### config.mk
export PLATFORM = sky130hd
export DESIGN_NAME = sram_fifo_outbuf
export DESIGN_NICKNAME = d
export VERILOG_FILES = /design/src/rtl/sram_fifo_pkg.sv /design/src/rtl/sram_fifo_outbuf.sv
export SDC_FILE = /design/constraint.sdc
export NUM_CORES = 1
export LEC_CHECK = 0
export CAP_MARGIN = 20
export CORE_MARGIN = 5
export CORE_UTILIZATION = 53
export DETAILED_ROUTE_END_ITERATION = 8
export GPL_TIMING_DRIVEN = 0
export PLACE_DENSITY = 0.82
export SLEW_MARGIN = 20
export SYNTH_ARGS = -nofsm -noshare
export SYNTH_HDL_FRONTEND = slang
export SYNTH_SLANG_ARGS = --single-unit
### constraint.sdc
create_clock -name clk -period 2.45 [get_ports clk]
set_input_delay 0.245 -clock clk [delete_from_list [all_inputs] [get_ports clk]]
set_output_delay 0.245 -clock clk [all_outputs]
set_load 0.02 [all_outputs]
### src/rtl/sram_fifo_pkg.sv
// -----------------------------------------------------------------------------
// sram_fifo_pkg
// Shared widths and types for the SRAM-backed FIFO controller.
//   DW    : data width, matches the 16x8 SRAM word
//   AW    : SRAM address width
//   DEPTH : number of SRAM words (1 << AW)
//   addr_t / data_t / cnt_t : address, data and occupancy-count types
//                            (cnt_t holds up to DEPTH + 2)
// Optional feature macro used by the controller: SRAM_FIFO_WM_EN
// -----------------------------------------------------------------------------
package sram_fifo_pkg;
    localparam int DW    = 8;
    localparam int AW    = 4;
    localparam int DEPTH = 1 << AW;

    typedef logic [AW-1:0] addr_t;
    typedef logic [DW-1:0] data_t;
    typedef logic [AW+1:0] cnt_t;
endpackage

### src/rtl/sram_fifo_outbuf.sv
// -----------------------------------------------------------------------------
// sram_fifo_outbuf
// Two-entry FIFO-ordered skid buffer holding words already read out of the
// SRAM. Its head drives the consumer side directly.
// Ports:
//   clk, rst_n : clock, asynchronous active-low reset
//   load       : capture din this cycle (SRAM read data arriving)
//   din        : SRAM read data
//   pop        : consumer took the head this cycle
//   head       : oldest buffered word
//   ob_cnt     : number of buffered words (0..2)
// -----------------------------------------------------------------------------
module sram_fifo_outbuf
    import sram_fifo_pkg::*;
(
    input  logic       clk,
    input  logic       rst_n,
    input  logic       load,
    input  data_t      din,
    input  logic       pop,
    output data_t      head,
    output logic [1:0] ob_cnt
);
    data_t      slot_reg [2];
    logic [1:0] cnt_reg;

    always_ff @(posedge clk or negedge rst_n) begin
        if (!rst_n) begin
            cnt_reg <= 2'd0;
        end else begin
            cnt_reg <= cnt_reg + {1'b0, load} - {1'b0, pop};
        end
    end

    // Slot 0 is always the head. Stale contents are harmless because they are
    // only visible when cnt_reg says so, hence no reset on the data path.
    always_ff @(posedge clk) begin
        case ({load, pop})
            2'b10: begin
                if (cnt_reg == 2'd0) slot_reg[0] <= din;
                else                 slot_reg[1] <= din;
            end
            2'b01: begin
                slot_reg[0] <= slot_reg[1];
            end
            2'b11: begin
                // Pop and load together: new word lands behind whatever
                // remains, so ordering is kept.
                if (cnt_reg == 2'd1) begin
                    slot_reg[0] <= din;
                end else begin
                    slot_reg[0] <= slot_reg[1];
                    slot_reg[1] <= din;
                end
            end
            default: ;
        endcase
    end

    assign head   = slot_reg[0];
    assign ob_cnt = cnt_reg;
endmodule

# After elaboration in Yosys (flattened, before gate mapping)
# Memories as Yosys holds them, arrays and structs flattened.
# Index checks and enable logic that the tools add are counted.
# totals
reg_bits	2
ram_bits	16
in_bits	12
output_inout_bits	10
elab_cells	31
mem_count	1
# mem_list
memory	depth	word_bits	read_ports	rd_clocked_by_memory_dff	wr	line_no	source
slot_reg	2	8	2	0	2	sram_fifo_outbuf.sv:24	data_t slot_reg [2];
# classes
add_sub_neg	2
n_eq_ne	4
mux	18
n_bitwise	4
reduce_logical	1
# op_table
operator	n
$mux 8	4
$mux 1	14
$eq 2x1->1 const B	2
$eq 2x2->1 const B	2
$or 1x1->1	4
$add 2x1->2	1
$logic_not 2->1	1
$sub 2x1->2	1

# Longest topological paths before layout
# logic_depth
ltp_word	7
ltp_mapped	6

# Worst setup path after synthesis
# OpenSTA, ideal clock, no wires.
# synth_timing
path_type	register to register
start	reg cnt_reg[0], in the netlist ob_cnt[0]
end	mem slot_reg[0][10] in the netlist's numbering, enable pin
t_arrival_ps	1091
path_slack_ps	1015
path_stages_with_launch	4
path_buffers	1
synth_period_minus_slack_ps	1435
cell_sequence	dfrtp_1 > buf_4 > xnor2_4 > a21boi_2
# synth_lines
item	line_no	source
start: declaration	sram_fifo_outbuf.sv:25	logic [1:0] cnt_reg;
start signal: assignment	sram_fifo_outbuf.sv:31	cnt_reg <= cnt_reg + {1'b0, load} - {1'b0, pop};
end: declaration	sram_fifo_outbuf.sv:24	

==> flow_summary.json <==
{
  "end_kind": "primary output",
  "multi_input_comb_area_um2": 357,
  "tightestPinTransition_ps": 490,
  "peakVddDrop_uv": 630,
  "die_h_um": 53.9,
  "io_buffers": 21,
  "synthCells": 75,
  "drc": 0,
  "cts_tree": "built",
  "syn-num-nets": 89,
  "finish.utilization_pct": 72.3,
  "cts_root_buffer": "clkbuf_4",
  "grt_overflow_total": 0,
  "setup.worst_path.start_class": "flop",
  "maxSlewViolCount": 0,
  "synth_warnings": 0,
  "intPower_w": 0.000777,
  "rsz0062_at_grt": "no",
  "n_antenna_cell": 0,
  "drt-pass1-iter-count": 5,
  "wl_um": 1880,
  "cts_setup_buffers": 0,
  "antenna_found_initial": 0,
  "worstPathArrival_ps": 1340,
  "comb_power_share_pct": 47.7,
  "cts.repair.resized": 0,
  "fin_skew_ps": 2.10,
  "relSlewSlack_pct": 67.1,
  "layout_common_cells": "clkdlybuf4s50_1, edfxtp_1, buf_4",
  "clock_latency_ps": 290,
  "ant_nets": 0,
  "grtUsageTotal_pct": 15.2,
  "hold_violations": 0,
  "drt-initial-drc-count": 6,
  "ioPinCount": 22,
  "synthesis.area_mm2": 0.00102,
  "worstSetupPathType": "flop to primary output",
  "ys_seq_elements": 18,
  "status": "completed",
  "design.core.area_mm2": 0.00178,
  "rows": 15,
  "power_switching_w": 0.000392,
  "grt_max_degree": 11,
  "setup_viol": 0,
  "fillers": 126,
  "syn_area_per_cell_um2": 13.6,
  "ctsLongestPathBuffers": 2,
  "max_clock_freq_mhz": 631,
  "cts.clk_slew.worst_paths_ps": 100,
  "grt_pass1_wl_um": 3000,
  "final_common_cell": "clkdlybuf4s50_1",
  "post_synth_num_cell_types": 19,
  "power_frac_seq_pct": 39.2,
  "leakagePower_nw": 0.504,
  "power_density_mw_per_mm2": 907,
  "fin_crit_sh_pct": 64.7,
  "period_needed_ps": 1590,
  "htree_levels": 1,
  "hold_buffers": 0,
  "viasPerCell": 5.08,
  "start_util_pct": 57.3,
  "nets": 115,
  "routedWlPerCell_um": 15.1,
  "place_congestion": 0.720,
  "use_met3_pct": 3.60,
  "p_clk_share_pct": 13.1,
  "syn_to_final_growth_pct": 26.2,
  "largest_register_ffs": 16,
  "cts_made_buffers": 3,
  "clock_sinks": 18,
  "required_ps": 2200,
  "busiest_layer": "met2",
  "gr-usage-met2_pct": 27.2,
  "p_sw_share_pct": 33.5,
  "dr_total_vias": 635,
  "regArea_um2": 531,
  "gr-usage-met1_pct": 16.6,
  "maxCapViolCount": 0,
  "grt_pass1_vias": 646,
  "dp_hpwl_um": 1350,
  "die_area_mm2": 0.00290,
  "dieWidth_um": 53.9,
  "synth-seq-area-share_pct": 52.0,
  "tns_ps": 0,
  "hold_path.class": "input port to asynchronous set/reset pin",
  "crit_path_max_fanout": 1,
  "final_layout_size_suffix_gt1_share_pct": 29.0
}
-- power groups by stage --
stage | clock network (W) | logic, W | registers (W)
2_1_floorplan | 0 | 0.000370 | 0.000480
3_3_place_gp | 0 | 0.000550 | 0.000460
3_5_place_dp | 0 | 0.000564 | 0.000466
4_1_cts | 0.000153 | 0.000566 | 0.000459
5_1_grt | 0.000169 | 0.000599 | 0.000464
6_report | 0.000153 | 0.000558 | 0.000458
-- synth_stat cells (all sizes together) --
| cell type | count | share of area (%) |
|---|---|---|
| xnor2 | 3 | 5.1 |
| buf | 14 | 12 |
| o211ai | 8 | 9.8 |
| a21boi | 1 | 1.1 |
| dfrtp | 2 | 4.9 |
| and3b | 1 | 0.86 |
| nand2b | 8 | 4.9 |
| inv | 3 | 1.1 |
| nand2 | 8 | 2.9 |
| a31o | 1 | 0.86 |
| edfxtp | 16 | 47 |
| nand4b | 8 | 6.9 |
| ha | 2 | 2.5 |
-- final cells by class --
cell class | instances | area share, %
multi-input combinational | 40 | 27.7
tap | 25 | 2.43
sequential | 18 | 41.2
timing repair buffer | 21 | 16.3
clock buffer | 3 | 1.75
clock inverter | 1 | 0.291
buffer | 14 | 9.51
inverter | 3 | 0.874
-- stage by stage --
step / instance area, um2 / std cells / setup slack [ps] / hold WS, ps / power [W]
2_1_floorplan: 1020 / 75 / 1010 / -50.6 / 0.000850
3_3_place_gp: 1260 / 121 / 560 / 418 / 0.00101
3_5_place_dp: 1260 / 121 / 536 / 423 / 0.00103
4_1_cts: 1290 / 125 / 844 / 106 / 0.00118
5_1_grt: 1290 / 125 / 797 / 106 / 0.00123
6_report: 1290 / 125 / 864 / 106 / 0.00117
-- worst paths after layout --
path	start	end	slack [ps]	cells after the start
max in group asynchronous	rst_n	ob_cnt[1]$_DFF_PN0_	2220	1
worst min-delay path	rst_n	ob_cnt[0]$_DFF_PN0_	110	1
worst min register to register	slot_reg[0][13]$_DFFE_PP_	slot_reg[0][5]$_DFFE_PP_	620	2
worst max-delay path	slot_reg[0][1]$_DFFE_PP_	head[1]	860	2
worst max register to register	ob_cnt[0]$_DFF_PN0_	slot_reg[0][14]$_DFFE_PP_	940	3
min in group clk	din[4]	slot_reg[0][12]$_DFFE_PP_	570	1
-- kinds of logic (layout without fill, tap and decap cells) --
| logic type | count (synthesis) | count (layout) | share of synthesized area (%) |
|---|---|---|---|
| simple gates | 25 | 25 | 15.6 |
| flops | 18 | 18 | 52.0 |
| buf+inv | 17 | 42 | 13.1 |
| compound gates | 10 | 10 | 11.8 |
| xor+xnor | 3 | 3 | 5.15 |
| fa+ha+maj | 2 | 2 | 2.45 |
-- per-layer routing --
layer	vias up	part of all wire, %
met3	4	4.4
met1	298	40
met2	15	54
met5	-	0
met4	0	1.6
li1	318	-
-- critical path, stage by stage, from the launching register on --
cell and delay, ps:
edfxtp_1 390, buf_4 140, clkdlybuf4s50_1 530
No activity file was read; power rests on OpenSTA's default activity.
